$ cat src/rtl/id_ex_latch.sv
// id_ex_latch: ID/EX pipeline register for the 5-stage MIPS core.
// It carries decoded operands, register addresses and control bits from ID to EX.
// It also detects load-use hazards. On a hazard it inserts one bubble and asks
// PC and IF/ID to hold. It further supports a branch flush and a debug freeze.
module id_ex_latch #(
    parameter int NB_DATA  = 32,
    parameter int NB_REG   = 5,
    parameter int NB_ALUOP = 4
) (
    input  logic                i_clk,
    input  logic                i_rst_n,
    input  logic                i_enable,
    input  logic                i_flush,
    input  logic                i_valid,
    input  logic [NB_DATA-1:0]  i_pc4,
    input  logic [NB_DATA-1:0]  i_rs_data,
    input  logic [NB_DATA-1:0]  i_rt_data,
    input  logic [NB_DATA-1:0]  i_imm,
    input  logic [NB_REG-1:0]   i_rs,
    input  logic [NB_REG-1:0]   i_rt,
    input  logic [NB_REG-1:0]   i_rd,
    input  logic                i_reg_dst,
    input  logic                i_alu_src,
    input  logic                i_mem_read,
    input  logic                i_mem_write,
    input  logic                i_mem_to_reg,
    input  logic                i_reg_write,
    input  logic                i_halt,
    input  logic [NB_ALUOP-1:0] i_alu_op,
    output logic                o_valid,
    output logic [NB_DATA-1:0]  o_pc4,
    output logic [NB_DATA-1:0]  o_rs_data,
    output logic [NB_DATA-1:0]  o_rt_data,
    output logic [NB_DATA-1:0]  o_imm,
    output logic [NB_REG-1:0]   o_rs,
    output logic [NB_REG-1:0]   o_rt,
    output logic [NB_REG-1:0]   o_rd,
    output logic                o_reg_dst,
    output logic                o_alu_src,
    output logic                o_mem_read,
    output logic                o_mem_write,
    output logic                o_mem_to_reg,
    output logic                o_reg_write,
    output logic                o_halt,
    output logic [NB_ALUOP-1:0] o_alu_op,
    output logic                o_stall,
    output logic [15:0]         o_bubble_cnt
);

    logic hz;
    logic bubble;

    // Load-use hazard: the load in EX writes a register that the ID instruction reads.
    // rt is a source only for R-type instructions (reg_dst) and for stores.
    always_comb begin
        hz = o_mem_read & o_valid & (o_rt != '0)
           & ((o_rt == i_rs) | ((o_rt == i_rt) & (i_reg_dst | i_mem_write)))
           & i_valid;
    end

    // A flush already squashes the instruction in ID, so no stall is needed.
    assign o_stall = hz & ~i_flush;
    assign bubble  = i_flush | hz;

    // Data and address fields always advance when enabled; in a bubble they are don't-care.
    always_ff @(posedge i_clk or negedge i_rst_n) begin
        if (!i_rst_n) begin
            // NOTE: state uses non-blocking assignments so every flop samples pre-edge values.
            o_pc4     <= '0;
            o_rs_data <= '0;
            o_rt_data <= '0;
            o_imm     <= '0;
            o_rs      <= '0;
            o_rt      <= '0;
            o_rd      <= '0;
            o_reg_dst <= 1'b0;
            o_alu_src <= 1'b0;
        end else if (i_enable) begin
            o_pc4     <= i_pc4;
            o_rs_data <= i_rs_data;
            o_rt_data <= i_rt_data;
            o_imm     <= i_imm;
            o_rs      <= i_rs;
            o_rt      <= i_rt;
            o_rd      <= i_rd;
            o_reg_dst <= i_reg_dst;
            o_alu_src <= i_alu_src;
        end
    end

    // Control bits with side effects are cleared whenever a bubble is inserted.
    always_ff @(posedge i_clk or negedge i_rst_n) begin
        if (!i_rst_n) begin
            o_valid      <= 1'b0;
            o_mem_read   <= 1'b0;
            o_mem_write  <= 1'b0;
            o_mem_to_reg <= 1'b0;
            o_reg_write  <= 1'b0;
            o_halt       <= 1'b0;
            o_alu_op     <= '0;
        end else if (i_enable) begin
            if (bubble) begin
                o_valid      <= 1'b0;
                o_mem_read   <= 1'b0;
                o_mem_write  <= 1'b0;
                o_mem_to_reg <= 1'b0;
                o_reg_write  <= 1'b0;
                o_halt       <= 1'b0;
                o_alu_op     <= '0;
            end else begin
                o_valid      <= i_valid;
                o_mem_read   <= i_mem_read;
                o_mem_write  <= i_mem_write;
                o_mem_to_reg <= i_mem_to_reg;
                o_reg_write  <= i_reg_write;
                o_halt       <= i_halt;
                o_alu_op     <= i_alu_op;
            end
        end
    end

    // Count only hazard bubbles, not flushes. The count saturates at all-ones.
    always_ff @(posedge i_clk or negedge i_rst_n) begin
        if (!i_rst_n) begin
            o_bubble_cnt <= '0;
        end else if (i_enable && o_stall && (o_bubble_cnt != 16'hFFFF)) begin
            o_bubble_cnt <= o_bubble_cnt + 16'd1;
        end
    end

endmodule

$ cat config.mk
export PLATFORM = sky130hd
export DESIGN_NAME = id_ex_latch
export DESIGN_NICKNAME = d
export VERILOG_FILES = /design/src/rtl/id_ex_latch.sv
export SDC_FILE = /design/constraint.sdc
export NUM_CORES = 1
export LEC_CHECK = 0
export CAP_MARGIN = 20
export CELL_PAD_IN_SITES_DETAIL_PLACEMENT = 2
export CELL_PAD_IN_SITES_GLOBAL_PLACEMENT = 2
export CORE_ASPECT_RATIO = 2
export CORE_MARGIN = 5
export CORE_UTILIZATION = 26
export DETAILED_ROUTE_END_ITERATION = 8
export GPL_TIMING_DRIVEN = 0
export PLACE_DENSITY_LB_ADDON = 0.1
export SETUP_SLACK_MARGIN = 0.1
export SYNTH_ARGS = -nofsm -noshare
export SYNTH_HDL_FRONTEND = slang
export SYNTH_SLANG_ARGS = --single-unit
export TNS_END_PERCENT = 30
$ cat constraint.sdc
create_clock -name i_clk -period 2 [get_ports i_clk]
set_input_delay 0.3 -clock i_clk [delete_from_list [all_inputs] [get_ports i_clk]]
set_output_delay 0.3 -clock i_clk [all_outputs]
set_load 0.02 [all_outputs]
## After elaboration in Yosys (flattened, before gate mapping)

Cells that the tools add are included.

- Bits in registers: 171

- Add/subtract/negate cells: 1
- Equality and inequality tests: 3
- Multiplexer cells: 7
- Bitwise gates (word level): 10
- Reduce and logical (&&, ||, !) cells: 3

Operators with widths:

| cell | number |
|---|---|
| 16-bit by 1-bit adder with 16-bit output (second input constant) | 1 |
| 16-bit != test (second input constant) | 1 |
| 5-bit == test | 2 |
| 1-bit bitwise AND | 6 |
| 1-bit 2-to-1 mux | 6 |
| 5-bit nonzero test | 1 |
| 4-bit 2-to-1 mux | 1 |
| 1-bit OR | 3 |
| 1-bit logical AND | 2 |
| 1-bit inverter | 1 |

## Longest topological paths before layout

Gate-level depths: netlist of the first run.

- Depth after elaboration: 8
- Gate-level depth with buffers: 6
- Gate-level depth less buffers: 6

## Least setup slack after synthesis of the first run

OpenSTA, ideal clock, no wires.

- Kind: register -> output
- From: register o_rt[0]
- To: output port o_stall
- Data arrival time: 1.682 ns
- Data required time: 1.700 ns
- Path slack: 0.018 ns
- Cell stages (with the launch flop): 7
- Cells stage by stage: dfrtp_1 xnor2_1 nand3_1 o22ai_2 buf_4 nand2_1 nor2_1

- Cells in the longest elaborated chain, start to end: 6
- Elaborated cells on any way between the ends: 9
- Those cells by class: 2 x eq/ne; 6 x bitwise; 1 x reduce/logical

Ends and longest elaborated chain:

| element | line | source |
|---|---|---|
| from (decl) | 36 | `output logic [NB_REG-1:0] o_rt,` |
| from (signal assigned) | 84 | `o_rt <= i_rt;` |
| 5-bit == test | 57 | `& ((o_rt == i_rs) \| ((o_rt == i_rt) & (i_reg_dst \| i_mem_write)))` |
| 1-bit bitwise AND | 57 |  |
| 1-bit OR | 57 |  |
| 1-bit bitwise AND * | 57 |  |
| 1-bit bitwise AND * | 58 | `& i_valid;` |
| 1-bit bitwise AND * | 62 | `assign o_stall = hz & ~i_flush;` |
| to (decl) | 46 | `output logic o_stall,` |

Mark *: on every way between the ends. The rest lies on a longest branch, timed or not.

## Worst setup path after layout of the first run

- From: register o_rt[3]
- To: output port o_stall

Same word-level chain as after synthesis.

==> implementation parameters, run 1 <==
Parameter                              Value

Cells and area
  Total area of multi-input combinational cells    0.00233 mm²
  Non-filler instance count after layout    1,141
  Fraction of layout instances using a drive strength above 1    26.7%
  Number of nets in the final layout    950
  Number of fill cells in the layout    2,579
  Number of antenna cells inserted    0
  Area used by sequential logic in the layout    0.00429 mm²
  Area grow syn2layout    68.3%

Pwr
  Comb pwr share    a little over a fifth
  Part of the power in registers    42.7%
  Ratio of total power to cell area    between 800 and 900 mW/mm²
  Switching Fraction    about a quarter
  Power dissipated by switching net loads    2.41 mW
  Clk pwr share    35.4%
  Int Pwr    6.82 mW
  Static leakage power    4.58 nW
  Maximum vdd drop    between 400 and 500 µV

Worst setup path
  Worst path slowest cell    sky130_fd_sc_hd__or4_4
  Crit Path Class    register to output port
  CP Cell Sequence    or4_4, o21a_4, nand2_2, nor2_2, buf_6
  Category of the worst setup path launch point    register
  Critical Path Sink Type    output port
  Max FO, Critical Path    5
  Required arrival time at the worst endpoint    1700 ps
  Data arrival, critical path    1910 ps
  Maximum single-stage delay on the critical path    just under 600 ps

Min path
  HP Class    input port to asynchronous set/reset pin

Placement
  Number of I/O port buffers    330
  Place WS    -874 ps
  Detailed-placement wirelength estimate    roughly 17,000 µm
  GPL Wtd Cong    approximately 0.7
  Number of cells after detailed placement    1,097

Route
  Final ANT Viol Nets    0
  Number of vias after detailed routing    about 5,100
  Final wirelength    roughly 23,000 µm
  DRC    0
  Vias per cell    around 4.4
  Initial detailed-routing violation count    115
  Mean routed wirelength per cell    19.8 µm
  First drt pass iteration count    4

Timing
  Final worst path period need    2210 ps
  Final hold vios    0
  Total of endpoints with negative setup slack in the final report    12
  Fmax    0.452 GHz
  Transition time at the pin with the least slew margin    ~650 ps
  Worst slew margin relative to its limit    56.5%
  Maximum clock skew at final layout    about 7.6 ps
  Final critical-path share of the clock period    111%
  Number of max-slew violations in the final report    0
  RSZ-0062 raised after global routing    true
  Final worst setup slack    -213 ps

Floorplan
  IO Pins    around 330
  Number of standard-cell rows in the floorplan    83
  Die span in x    123 µm
  Core ar.    0.0254 mm²
  Die ar.    around 0.029 mm²
  Die span in y    236 µm
  Initial Utilization    26.2%

Outcome
  Status    finished, violations left
  Violations in the final reports    negative setup slack

Logic synthesis
  Part of the Yosys area used for sequential elements    64.2%
  Mean Syn Cell Area    15.6 µm²
  Post-synthesis cell area    0.00666 mm²
  Distinct cell type count after synthesis    30
  Number of standard cells after synthesis    roughly 430
  Synth Register Bits    171
  Synthesis warning total    0
  Syn_nets    586

CTS
  Clock transition at the registers of the reported paths    about 60 ps
  CTS tree    built
  Clock sink count    about 170
  Bufs on Longest Clock Path    2
  Htree depth    4
  Buffer cell driving the clock tree root    sky130_fd_sc_hd__clkbuf_16
  TritonCTS Buffers    17
  Worst-skew pair later-pin latency    430 ps

Global routing
  Number of antenna violations at the first check in global routing    2
  Sum of overflow across all layers after global routing    0
  Via count of the first global-routing pass    5,755
  First-pass GRT wire length    34,300 µm
  Largest net degree at the start of global routing    roughly 110
  Overall Global Routing Usage    15.7%

Flow run
  Max-cap violations    0
## layout make-up
cell class / instances / area share, %
Clock buffer: 24 / 4.30
Multi-Input combinational cell: 235 / 20.8
Inverter: 3 / 0.134
Clock inverter: 6 / 0.793
Timing Repair Buffer: 345 / 31.2
Buffer: 17 / 0.703
Sequential cell: 171 / 38.2
Tap cell: 340 / 3.80
## cells in the mapped netlist
cell type,number,area [µm²]
sky130_fd_sc_hd__nor2_1,4,15.0
sky130_fd_sc_hd__o21ai_2,1,8.76
sky130_fd_sc_hd__o21ai_1,1,5.00
sky130_fd_sc_hd__inv_1,2,7.51
sky130_fd_sc_hd__mux2_1,1,11.3
sky130_fd_sc_hd__o21a_4,1,15.0
sky130_fd_sc_hd__buf_4,1,7.51
sky130_fd_sc_hd__buf_2,4,20.0
sky130_fd_sc_hd__xnor2_1,25,219
sky130_fd_sc_hd__or2_1,1,6.26
sky130_fd_sc_hd__and4_1,1,8.76
sky130_fd_sc_hd__buf_1,1,3.75
sky130_fd_sc_hd__nand3b_1,2,15.0
sky130_fd_sc_hd__clkinv_1,1,3.75
sky130_fd_sc_hd__nand3_1,12,60.1
sky130_fd_sc_hd__nand2b_2,1,8.76
sky130_fd_sc_hd__a22o_1,10,87.6
sky130_fd_sc_hd__ha_1,1,12.5
sky130_fd_sc_hd__and3_1,5,31.3
sky130_fd_sc_hd__mux2_2,145,1630
sky130_fd_sc_hd__a21oi_4,1,16.3
sky130_fd_sc_hd__nand4_1,9,56.3
sky130_fd_sc_hd__dfrtp_1,171,4280
sky130_fd_sc_hd__nor4_1,4,25.0
sky130_fd_sc_hd__o22ai_2,1,12.5
sky130_fd_sc_hd__clkbuf_1,11,41.3
sky130_fd_sc_hd__or4_4,1,11.3
sky130_fd_sc_hd__nor3_1,2,10.0
sky130_fd_sc_hd__nand2_1,5,18.8
sky130_fd_sc_hd__nor3_2,1,10.0
## worst paths after layout
kind	startpoint	to	slack, ps	cells after the start
max	o_rt[3]	o_stall	-210	5
max reg2reg	o_rt[3]	o_mem_to_reg	-80	7
min in group i_clk	i_alu_op[0]	o_alu_op[0]	470	2
min	i_rst_n	o_rs_data[6]	400	2
max in group asynchronous	i_rst_n	o_pc4[11]	660	3
min reg2reg	o_rs[0]	o_rs[0]	500	1
## per-layer routing
| metal | global-route usage [%] | wire length, µm | vias up |
|---|---|---|---|
| met5 | 0 | 34 | - |
| met4 | 5.04 | 343 | 4 |
| met3 | 8.85 | 2650 | 19 |
| met2 | 25.1 | 11100 | 230 |
| met1 | 17.5 | 8450 | 2568 |
| li1 | - | - | 2243 |
## kinds of logic after synthesis
group | after synthesis | synth area share, %
muxes | 146 | 24.7
and+or+nand+nor | 48 | 4.15
buffers and inverters | 20 | 1.26
xor gates and xnor gates | 25 | 3.29
AOI/OAI and AO/OA | 15 | 2.18
adders and majority gates | 1 | 0.188
DFF | 171 | 64.2
## power groups by stage
stage	clock (mW)	sequential, mW	combinational [mW]
2_1_floorplan	0	4.38	0.420
3_3_place_gp	0	4.00	1.97
3_5_place_dp	0	4.01	2.00
4_1_cts	3.43	3.95	2.03
5_1_grt	3.57	3.99	2.14
6_report	3.27	3.95	2.02
## layout by cell type, fill, tap and decap left out, types with 3 or more instances in the layout
cell | synthesis | routed
sky130_fd_sc_hd__clkdlybuf4s50_1 | 0 | 322
sky130_fd_sc_hd__dfrtp_1 | 171 | 166
sky130_fd_sc_hd__mux2_2 | 145 | 145
sky130_fd_sc_hd__xnor2_1 | 25 | 24
sky130_fd_sc_hd__clkbuf_16 | 0 | 18
sky130_fd_sc_hd__clkbuf_1 | 11 | 14
sky130_fd_sc_hd__nand3_1 | 12 | 12
sky130_fd_sc_hd__a22o_1 | 10 | 10
sky130_fd_sc_hd__nand4_1 | 9 | 9
sky130_fd_sc_hd__buf_4 | 1 | 9
sky130_fd_sc_hd__and3_1 | 5 | 5
sky130_fd_sc_hd__dfrtp_2 | 0 | 5
sky130_fd_sc_hd__buf_6 | 0 | 4
sky130_fd_sc_hd__buf_2 | 4 | 4
sky130_fd_sc_hd__dlymetal6s2s_1 | 0 | 4
sky130_fd_sc_hd__nand2_1 | 5 | 3
sky130_fd_sc_hd__clkinvlp_4 | 0 | 3
sky130_fd_sc_hd__nor2_1 | 4 | 3
sky130_fd_sc_hd__clkbuf_8 | 0 | 3
## stage by stage
| stage | utilization, % | instance area (µm²) | hold slack [ps] | total power [mW] | setup TNS [ps] |
|---|---|---|---|---|---|
| after global routing | 44.1 | 11200 | 428 | 9.70 | -1640 |
| after detailed placement | 41.0 | 10400 | 290 | 6.02 | -75420 |
| final | 44.1 | 11200 | 404 | 9.23 | -873 |
| after floorplan | - | 6660 | 4.41 | 4.80 | 0 |
| after global placement | 40.8 | 10400 | 487 | 5.97 | -1304430 |
| after CTS | 43.5 | 11100 | 414 | 9.41 | -567 |
## repair_timing
action | CTS | global route
buffers inserted | 4 | 8
pin swaps | 11 | 16
hold buffers | 1 | 0
gates cloned | 0 | 1
endpoints found under the setup margin | 121 | 28
endpoints found under the hold margin | 64 | 0
resized for setup | 14 | 14
## worst max-delay path: cells and delay by family (launching register included)
kind | cells | cell delay, ps
AO/OA/AOI/OAI | 1 | 230
buffers and inverters | 1 | 120
flip-flops | 1 | 440
AND/OR/NAND/NOR | 3 | 690
No activity file was read; power rests on OpenSTA's default activity.
==> inputs of run 2 (changes only) <==
Settings changed: PLACE_DENSITY from default to 0.86, PLACE_DENSITY_LB_ADDON 0.1 to default.
==> implementation parameters, run 2 (same netlist as run 1, synthesis figures left out) <==
Parameter                              Value

Worst setup path
  Data arrival, critical path    1870 ps
  Crit Path Class    register to output port
  Capture point of the worst path    o_stall
  Reg-to-reg startpoint    o_rt[1]
  Category of the worst setup path launch point    register
  Critical Path Sink Type    output port
  Worst setup startpoint    o_rt[1]
  Path depth of the worst reg2reg path    7
  Max FO, Critical Path    4
  Critical register-to-register path endpoint    o_bubble_cnt[1]
  Worst reg-to-reg setup slack    -70 ps
  Required arrival time at the worst endpoint    1700 ps

Route
  Initial detailed-routing violation count    159
  Final wirelength    27,800 µm
  Final ANT Viol Nets    0
  Length of routed met2 wiring    13,500 µm
  Top routing layer in use    met4
  Wl on met1    between 9000 and 10,000 µm
  Number of vias after detailed routing    5,172
  Vias per cell    ~4.5
  Mean routed wirelength per cell    24.2 µm
  First drt pass iteration count    3
  Detailed-routed wire length on met3    4340 µm
  DRC    0

Timing
  Maximum clock skew at final layout    ~7 ps
  Final critical-path share of the clock period    109%
  Final worst path period need    2170 ps
  Number of max-slew violations in the final report    0
  RSZ-0062 raised after global routing    true
  Setup TNS Final    -246 ps
  Final worst setup slack    -173 ps
  Transition time at the pin with the least slew margin    about 600 ps
  Worst slew margin relative to its limit    59.4%
  Total of endpoints with negative setup slack in the final report    2
  Final hold vios    0
  Fmax    0.460 GHz

Global routing
  Via count of the first global-routing pass    6,256
  First-pass GRT wire length    40,400 µm
  Sum of overflow across all layers after global routing    0
  Number of antenna violations at the first check in global routing    0
  Overall Global Routing Usage    19.0%
  Largest net degree at the start of global routing    105

CTS
  Buffer cell driving the clock tree root    sky130_fd_sc_hd__clkbuf_16
  Bufs on Longest Clock Path    2
  Clock transition at the registers of the reported paths    70 ps
  Htree depth    4
  Worst-skew pair later-pin latency    between 400 and 500 ps
  TritonCTS Buffers    17
  CTS tree    built
  Clock sink count    171

Floorplan
  Core ar.    0.0254 mm²
  Initial Utilization    26.2%
  IO Pins    331
  Die span in x    123 µm
  Number of standard-cell rows in the floorplan    83
  Die ar.    0.0291 mm²
  Die span in y    around 240 µm

Cells and area
  Number of nets in the final layout    954
  Fraction of layout instances using a drive strength above 1    28.4%
  Post-layout instance area    ~0.011 mm²
  Area grow syn2layout    68.6%
  Highest-count cells in the layout ignoring fill and taps    313 x sky130_fd_sc_hd__clkdlybuf4s50_1, 166 x sky130_fd_sc_hd__dfrtp_1, 145 x sky130_fd_sc_hd__mux2_2
  Number of antenna cells inserted    0
  Commonest non-fill, non-tap cell in the layout    sky130_fd_sc_hd__clkdlybuf4s50_1

Outcome
  Status    finished, violations left
  Violations in the final reports    negative setup slack

Pwr
  Ratio of total power to cell area    approximately 840 mW/mm²
  Comb pwr share    22.1%
  Static leakage power    4.67 nW
  Maximum vdd drop    between 600 and 700 µV
  Switching Fraction    27.9%
  Part of the power in registers    between 40% and 50%
  Int Pwr    between 6 and 7 mW
  Power dissipated by switching net loads    2.62 mW
  Clk pwr share    35.5%

Placement
  Detailed-placement wirelength estimate    21,500 µm
  Number of I/O port buffers    330
  GPL Wtd Cong    0.787
  Place WS    -889 ps
  Placed Instance Area    0.0104 mm²

Flow run
  Max-cap violations    0

Min path
  HP Class    input port to asynchronous set/reset pin
## run 2: cell count changes in the layout (fill, tap and decap cells not counted), sizes merged
cell,change
dlymetal6s2s,+1
clkinvlp,+1
clkbuf,-7
dlygate4sd2,+8
clkinv,+4
buf,+5
clkdlybuf4s50,-9
inv,+3
## run 2: worst min path at each step
stage	depth (start not counted)	startpoint	slack (ps)	endpoint
after floorplan	0	i_rst_n	4	o_alu_op[0]
final	2	i_rst_n	440	o_rt_data[28]
after global placement	1	o_bubble_cnt[7]	480	o_bubble_cnt[7]
after global routing	2	i_alu_src	440	o_alu_src
after CTS	2	i_rst_n	420	o_rt_data[28]
after detailed placement	1	i_rst_n	300	o_rt_data[27]
## run 2: metal layers
layer | vias to the layer above | GRT usage, %
li1 | 2249 | -
met1 | 2560 | 18.7
met2 | 340 | 31.6
met3 | 23 | 13.0
met4 | 0 | 5.88
met5 | - | 0
## run 2: critical path: stages (launching register included)
cell and delay (ps):
sky130_fd_sc_hd__dfrtp_2 430, sky130_fd_sc_hd__or4_4 570, sky130_fd_sc_hd__o21a_4 220, sky130_fd_sc_hd__nand2_2 50, sky130_fd_sc_hd__nor2_2 30, sky130_fd_sc_hd__buf_6 130
## run 2: power by group through the flow
| stage | clock (mW) | combinational (mW) | sequential, mW |
|---|---|---|---|
| floorplan | 0 | 0.420 | 4.38 |
| global placement | 0 | 1.98 | 4.02 |
| detailed placement | 0 | 2.05 | 4.05 |
| CTS | 3.45 | 2.09 | 3.99 |
| global route | 3.61 | 2.20 | 4.02 |
| finish | 3.33 | 2.08 | 3.98 |
## run 2: layout make-up
class / count / area [µm²]
flip-flops and latches: 171 / 4290
repair buffers: 349 / 3490
well taps: 340 / 425
clock inverters: 14 / 145
inverters: 3 / 11.3
plain buffers: 17 / 83.8
fillers: 2487 / 14200
multi-input cells: 235 / 2340
clock buffers: 18 / 439
## run 2: through the flow
stage	hold slack, ps	total power [mW]	util (%)	cells
2_1_floorplan	4.41	4.80	-	426
3_3_place_gp	485	6.00	40.8	1096
3_5_place_dp	295	6.10	41.0	1097
4_1_cts	420	9.53	43.6	1137
5_1_grt	442	9.83	44.1	1147
6_report	436	9.39	44.1	1147
## run 2: what timing repair did
| item | CTS | global route |
|---|---|---|
| hold buffers | 1 | 0 |
| buffers inserted | 7 | 11 |
| cloned | 0 | 0 |
| endpoints found under the setup margin | 125 | 53 |
| gates resized for setup | 27 | 18 |
| endpoints found under the hold margin | 67 | 0 |
| pin swaps | 12 | 12 |
